--- config.mk ---
export PLATFORM = sky130hd
export DESIGN_NAME = afisor_7seg_multiplexat
export DESIGN_NICKNAME = d
export VERILOG_FILES = /design/src/rtl/afisor_7seg_multiplexat.sv
export SDC_FILE = /design/constraint.sdc
export NUM_CORES = 1
export LEC_CHECK = 0
export BUFFER_PORTS_ARGS = -buffer_cell sky130_fd_sc_hd__buf_2
export CAP_MARGIN = 40
export CORE_ASPECT_RATIO = 1.5
export CORE_MARGIN = 10
export CORE_UTILIZATION = 45
export CTS_BUF_LIST = sky130_fd_sc_hd__clkbuf_16
export DETAILED_ROUTE_END_ITERATION = 16
export GPL_TIMING_DRIVEN = 0
export PLACE_DENSITY_LB_ADDON = 0.12
export REMOVE_ABC_BUFFERS = 1
export SLEW_MARGIN = 20
export SYNTH_ARGS = -nofsm -noshare
export SYNTH_HDL_FRONTEND = slang
export SYNTH_SLANG_ARGS = --single-unit
--- constraint.sdc ---
create_clock -name clock -period 3.3 [get_ports clock]
set_clock_uncertainty 0.15 [all_clocks]
set_input_delay 0.165 -clock clock [delete_from_list [all_inputs] [get_ports clock]]
set_output_delay 0.165 -clock clock [all_outputs]
set_load 0.05 [all_outputs]
--- src/rtl/afisor_7seg_multiplexat.sv ---
// Drives a common-anode 4-digit 7-segment display by time-multiplexing four BCD digits.
// Each slot starts with a short all-anodes-off gap to suppress ghosting between digits.
module afisor_7seg_multiplexat #(
    parameter int REFRESH_DIV = 100000,
    parameter int BLANK_CYC   = 4,
    parameter int DP_POS      = 2,
    parameter int BLANK_LZ    = 1,
    parameter int ACTIVE_LOW  = 1
) (
    input  logic       clock,
    input  logic       reseteaza,
    input  logic [3:0] cifra0,
    input  logic [3:0] cifra1,
    input  logic [3:0] cifra2,
    input  logic [3:0] cifra3,
    input  logic       aprins,
    output logic [3:0] anod,
    output logic [6:0] segmente,
    output logic       punct,
    output logic       cadru_gata
);

    localparam int              DW       = (REFRESH_DIV > 2) ? $clog2(REFRESH_DIV) : 1;
    localparam logic [DW-1:0]   DIV_LAST = DW'(REFRESH_DIV - 1);
    localparam logic [DW-1:0]   BLANK_TH = DW'(BLANK_CYC);
    localparam logic [2:0]      DP_IDX   = 3'(DP_POS);
    localparam logic            INV      = (ACTIVE_LOW != 0);

    function automatic logic [6:0] decode(input logic [3:0] d);
        logic [6:0] p;
        case (d)
            4'd0:    p = 7'h3F;
            4'd1:    p = 7'h06;
            4'd2:    p = 7'h5B;
            4'd3:    p = 7'h4F;
            4'd4:    p = 7'h66;
            4'd5:    p = 7'h6D;
            4'd6:    p = 7'h7D;
            4'd7:    p = 7'h07;
            4'd8:    p = 7'h7F;
            4'd9:    p = 7'h6F;
            default: p = 7'h40;
        endcase
        return p;
    endfunction

    logic [DW-1:0] div_cnt_reg;
    logic [DW-1:0] div_cnt_next;
    logic [1:0]    idx_reg;
    logic [1:0]    idx_next;
    logic          started_reg;
    logic          wrap;
    logic [3:0]    anod_next;
    logic          dp_next;

    logic [3:0] digit [4];
    logic [3:0] zero;
    logic [3:0] blank;
    logic [6:0] pat [4];

    assign digit[0] = cifra0;
    assign digit[1] = cifra1;
    assign digit[2] = cifra2;
    assign digit[3] = cifra3;

    // A digit above the decimal point is blanked only when it and everything left of it is zero.
    generate
        for (genvar gi = 0; gi < 4; gi++) begin : g_digit
            assign zero[gi] = (digit[gi] == 4'd0);
            if (BLANK_LZ != 0 && gi > DP_POS) begin : g_lz
                assign blank[gi] = &zero[3:gi];
            end else begin : g_keep
                assign blank[gi] = 1'b0;
            end
            assign pat[gi] = blank[gi] ? 7'h00 : decode(digit[gi]);
        end
    endgenerate

    always_comb begin
        wrap         = (div_cnt_reg == DIV_LAST);
        div_cnt_next = wrap ? '0 : div_cnt_reg + DW'(1);
        idx_next     = wrap ? idx_reg + 2'd1 : idx_reg;
        anod_next    = 4'b0000;
        if (aprins && div_cnt_next >= BLANK_TH) begin
            anod_next = 4'b0001 << idx_next;
        end
        dp_next      = ({1'b0, idx_next} == DP_IDX);
    end

    // Segments and decimal point are sampled once at slot start (and on the first edge out of reset).
    always_ff @(posedge clock or posedge reseteaza) begin
        if (reseteaza) begin
            div_cnt_reg <= '0;
            idx_reg     <= 2'd0;
            started_reg <= 1'b0;
            anod        <= {4{INV}};
            segmente    <= {7{INV}};
            punct       <= INV;
            cadru_gata  <= 1'b0;
        end else begin
            div_cnt_reg <= div_cnt_next;
            idx_reg     <= idx_next;
            started_reg <= 1'b1;
            anod        <= anod_next ^ {4{INV}};
            cadru_gata  <= wrap && (idx_reg == 2'd3);
            if (!started_reg || wrap) begin
                segmente <= pat[idx_next] ^ {7{INV}};
                punct    <= dp_next ^ INV;
            end
        end
    end

endmodule

==> flow_metrics.env <==
export IMPL_slowest_delay_ns=0.76
export IMPL_pwr_share_comb_pct=16.6
export IMPL_totalWireLength_um=6680
export IMPL_wl_met1_um=2580
export IMPL_grt_antenna_before_repair=0
export IMPL_hold_viol=0
export IMPL_period_share_pct=92.1
export IMPL_synth_seq_cells=33
export IMPL_yosysSeqAreaShare_pct=31.3
export IMPL_cp_end_kind="flip-flop"
export IMPL_path_buf_inv=0
export IMPL_swShare_pct=28.2
export IMPL_pwr_share_seq_pct=41.2
export IMPL_yosysTopAreaCell="dfrtp_1"
export IMPL_multiInputGateArea_mm2=0.00170
export IMPL_synthFlopType="dfrtp_1"
export IMPL_gp_congestion=0.803
export IMPL_die_h_um=115
export IMPL_finalSetupTns_ns=0
export IMPL_fill_cells=593
export IMPL_place_hpwl_um=5060
export IMPL_power_share_clock_pct=42.2
export IMPL_seq_area_um2=841
export IMPL_ant_nets=0
export IMPL_maxUsedRoutingLayer="met4"
export IMPL_synth_most_common_cell="nor2_1"
export IMPL_grt_usage_pct=14.1
export IMPL_peakVddDrop_mv=0.173
export IMPL_drcViolationCount=0
export IMPL_crit_required_ns=3.37
export IMPL_nets=380
export IMPL_cpLargestDelayFamily="simple AND/OR/NAND/NOR gates"
export IMPL_p_sw_mw=0.295
export IMPL_die_w_um=83.1
export IMPL_grt_start_max_net_pins=34
export IMPL_crit_type="reg -> reg"
export IMPL_critical_path_max_fanout=11
export IMPL_clock_fmax_ghz=0.329
export IMPL_htreeDepth=2
export IMPL_synth_warnings=0
export IMPL_cts_max_path_buffers=2
export IMPL_yosysUniqueCellTypes=55
export IMPL_dieArea_mm2=0.00952
export IMPL_yosys_top_cells_area="dfrtp_1 (20%), dfstp_2 (12%), ha_1 (12%)"
export IMPL_initial_utilization_pct=46.4
export IMPL_clk_pin_slew_ns=0.05
export IMPL_critPathSlowestCell="or4_4"
export IMPL_finalSetupViolations=0
export IMPL_worst_slew_pin_slew_ns=0.722
export IMPL_r2r_start="div_cnt_reg[0]"
export IMPL_crit_arrival_ns=3.11
export IMPL_p_per_area_mw_per_mm2=346
export IMPL_syn_area_mm2=0.00269
export IMPL_max_cap_violations=0
export IMPL_cp_startpoint="div_cnt_reg[0]"
export IMPL_worstSkewPairLatency_ns=0.28
export IMPL_crit_chain="ha_1 -> nand4_1 -> or4_4 -> mux2i_4 -> a21boi_0 -> a211o_1 -> o221a_2"
export IMPL_drive_gt1_share_pct=17.8
export IMPL_slew_violations=0
export IMPL_syn_avg_cell_area_um2=8.53
export IMPL_crit_path_start_kind="flip-flop"
export IMPL_hold_start="cifra2[3]"
export IMPL_area_growth_pct=12.5
export IMPL_drt_pass1_iterations=4
export IMPL_status="finished clean"
export IMPL_io_pins=32
export IMPL_cts_tree="built"
export IMPL_wl_met3_um=196
export IMPL_vias=2343
export IMPL_power_internal_mw=0.751
export IMPL_io_buffers=31
export IMPL_drt_iter0_drc=89
export IMPL_grt_setup_unrepaired="no"
export IMPL_clock_root_buffer="clkbuf_16"
export IMPL_synth_edff_count=0
export IMPL_grt_pass1_vias=2470
export IMPL_grt_pass1_wl_um=11300
export IMPL_netlist_top_cells_count="nor2_1 (37), ha_1 (25), inv_1 (22)"
export IMPL_max_slew_margin_pct=51.6
export IMPL_antenna_cells=0
export IMPL_clock_sinks=33
export IMPL_vias_per_cell=5.73
export IMPL_core_mm2=0.00579
export IMPL_hp_class="in -> reg"
export IMPL_p_leak_nw=1.36
export IMPL_largest_register_ffs=17
export IMPL_synth_cells=315
export IMPL_fp_row_count=34
export IMPL_synth_top_area_share_pct=19.6
export IMPL_ys_async_sr_fraction_pct=100
export IMPL_numCtsBuffers=5
export IMPL_timing_final_crit_period_ns=3.04
export IMPL_fin_util_pct=52.2
export IMPL_routed_wl_met2_um=3610
export IMPL_wire_per_inst_um=16.3
export IMPL_grt_ovfl_total=0
## tightest hold or removal path, stage by stage
cell	delay [ns]
buf_2	0.14
nand2_1	0.07
a31oi_1	0.08
o221a_2	0.22
## cell type report
cell class / instances / area share (%)
Multi-Input combinational cell: 240 / 56.1
Tap cell: 72 / 2.98
Clock inverter: 3 / 0.414
Inverter: 24 / 3.06
Clock buffer: 5 / 4.14
Sequential cell: 33 / 27.8
Timing Repair Buffer: 32 / 5.47
## metrics by stage
step                instances  area [um^2]  worst slack [ns]  total power [mW]  hold WS [ns]
global placement          399         2840           0.00889             0.608         0.340
finish                    409         3020             0.262              1.05         0.244
floorplan                 296         2600             0.471             0.551         0.135
CTS                       409         3010             0.115              1.05         0.247
global route              409         3020            0.0927              1.09         0.279
detailed placement        399         2850           0.00330             0.612         0.174
## power groups by stage
stage	clock network [mW]	logic (mW)	registers, mW
after floorplan	0	0.0785	0.472
after global placement	0	0.171	0.437
after detailed placement	0	0.175	0.437
after CTS	0.445	0.176	0.431
after global routing	0.465	0.195	0.432
final	0.441	0.174	0.431
## repair_timing
action / in CTS / in global routing
pin swaps: 0 / 0
endpoints found under the hold margin: 21 / 0
endpoints found under the setup margin: 1 / 6
resized for setup: 0 / 2
setup buffers: 0 / 0
hold buffers: 1 / 0
cloned: 1 / 0
## per-layer routing
metal,global-route usage (%),up-vias
li1,-,1159
met1,13.8,1110
met2,26.7,49
met3,2.99,25
met4,8.43,0
met5,0,-
## path summary, 6_finish.rpt
path	to	slack [ns]	cells past startpoint
min	segmente[1]	0.24	4
max in group asynchronous	idx_reg[1]	2.16	3
max	segmente[1]	0.26	7
min in group asynchronous	started_reg	0.40	3
min reg2reg	div_cnt_reg[0]	0.35	1
max reg2reg	segmente[1]	0.26	7
## cells in the final DEF, fill, tap and decap left out, types with 3 or more instances in the layout
cell type | synthesis | layout
clkinv_1 | 1 | 3
nand3_1 | 12 | 12
inv_1 | 22 | 21
ha_1 | 25 | 25
buf_2 | 5 | 31
nand2b_1 | 5 | 5
nor2_1 | 37 | 37
nand4_1 | 7 | 7
xnor2_1 | 11 | 11
nor4_1 | 5 | 5
dfstp_2 | 12 | 12
and3_1 | 5 | 5
dfrtp_1 | 21 | 21
a21oi_1 | 11 | 11
xor2_1 | 7 | 7
clkbuf_16 | 0 | 5
mux2i_1 | 7 | 7
and2_1 | 5 | 5
o21ai_0 | 13 | 13
nor3_1 | 10 | 9
o22ai_1 | 6 | 6
nand2_1 | 15 | 15
a211oi_1 | 11 | 11
a31oi_1 | 8 | 8
## cells by family (layout without fill, tap and decap cells)
kind of cell	count (synthesis)	in the layout	synth area share [%]
flip-flops	33	33	31.3
AO/OA/AOI/OAI	69	69	17.1
multiplexers	9	10	3.87
other	1	1	0.140
adder cells (fa/ha/maj)	25	25	11.6
AND/OR/NAND/NOR	117	117	23.3
buffers and inverters	43	64	6.75
XOR/XNOR	18	18	5.87
Power figures use the tool's default switching activity.
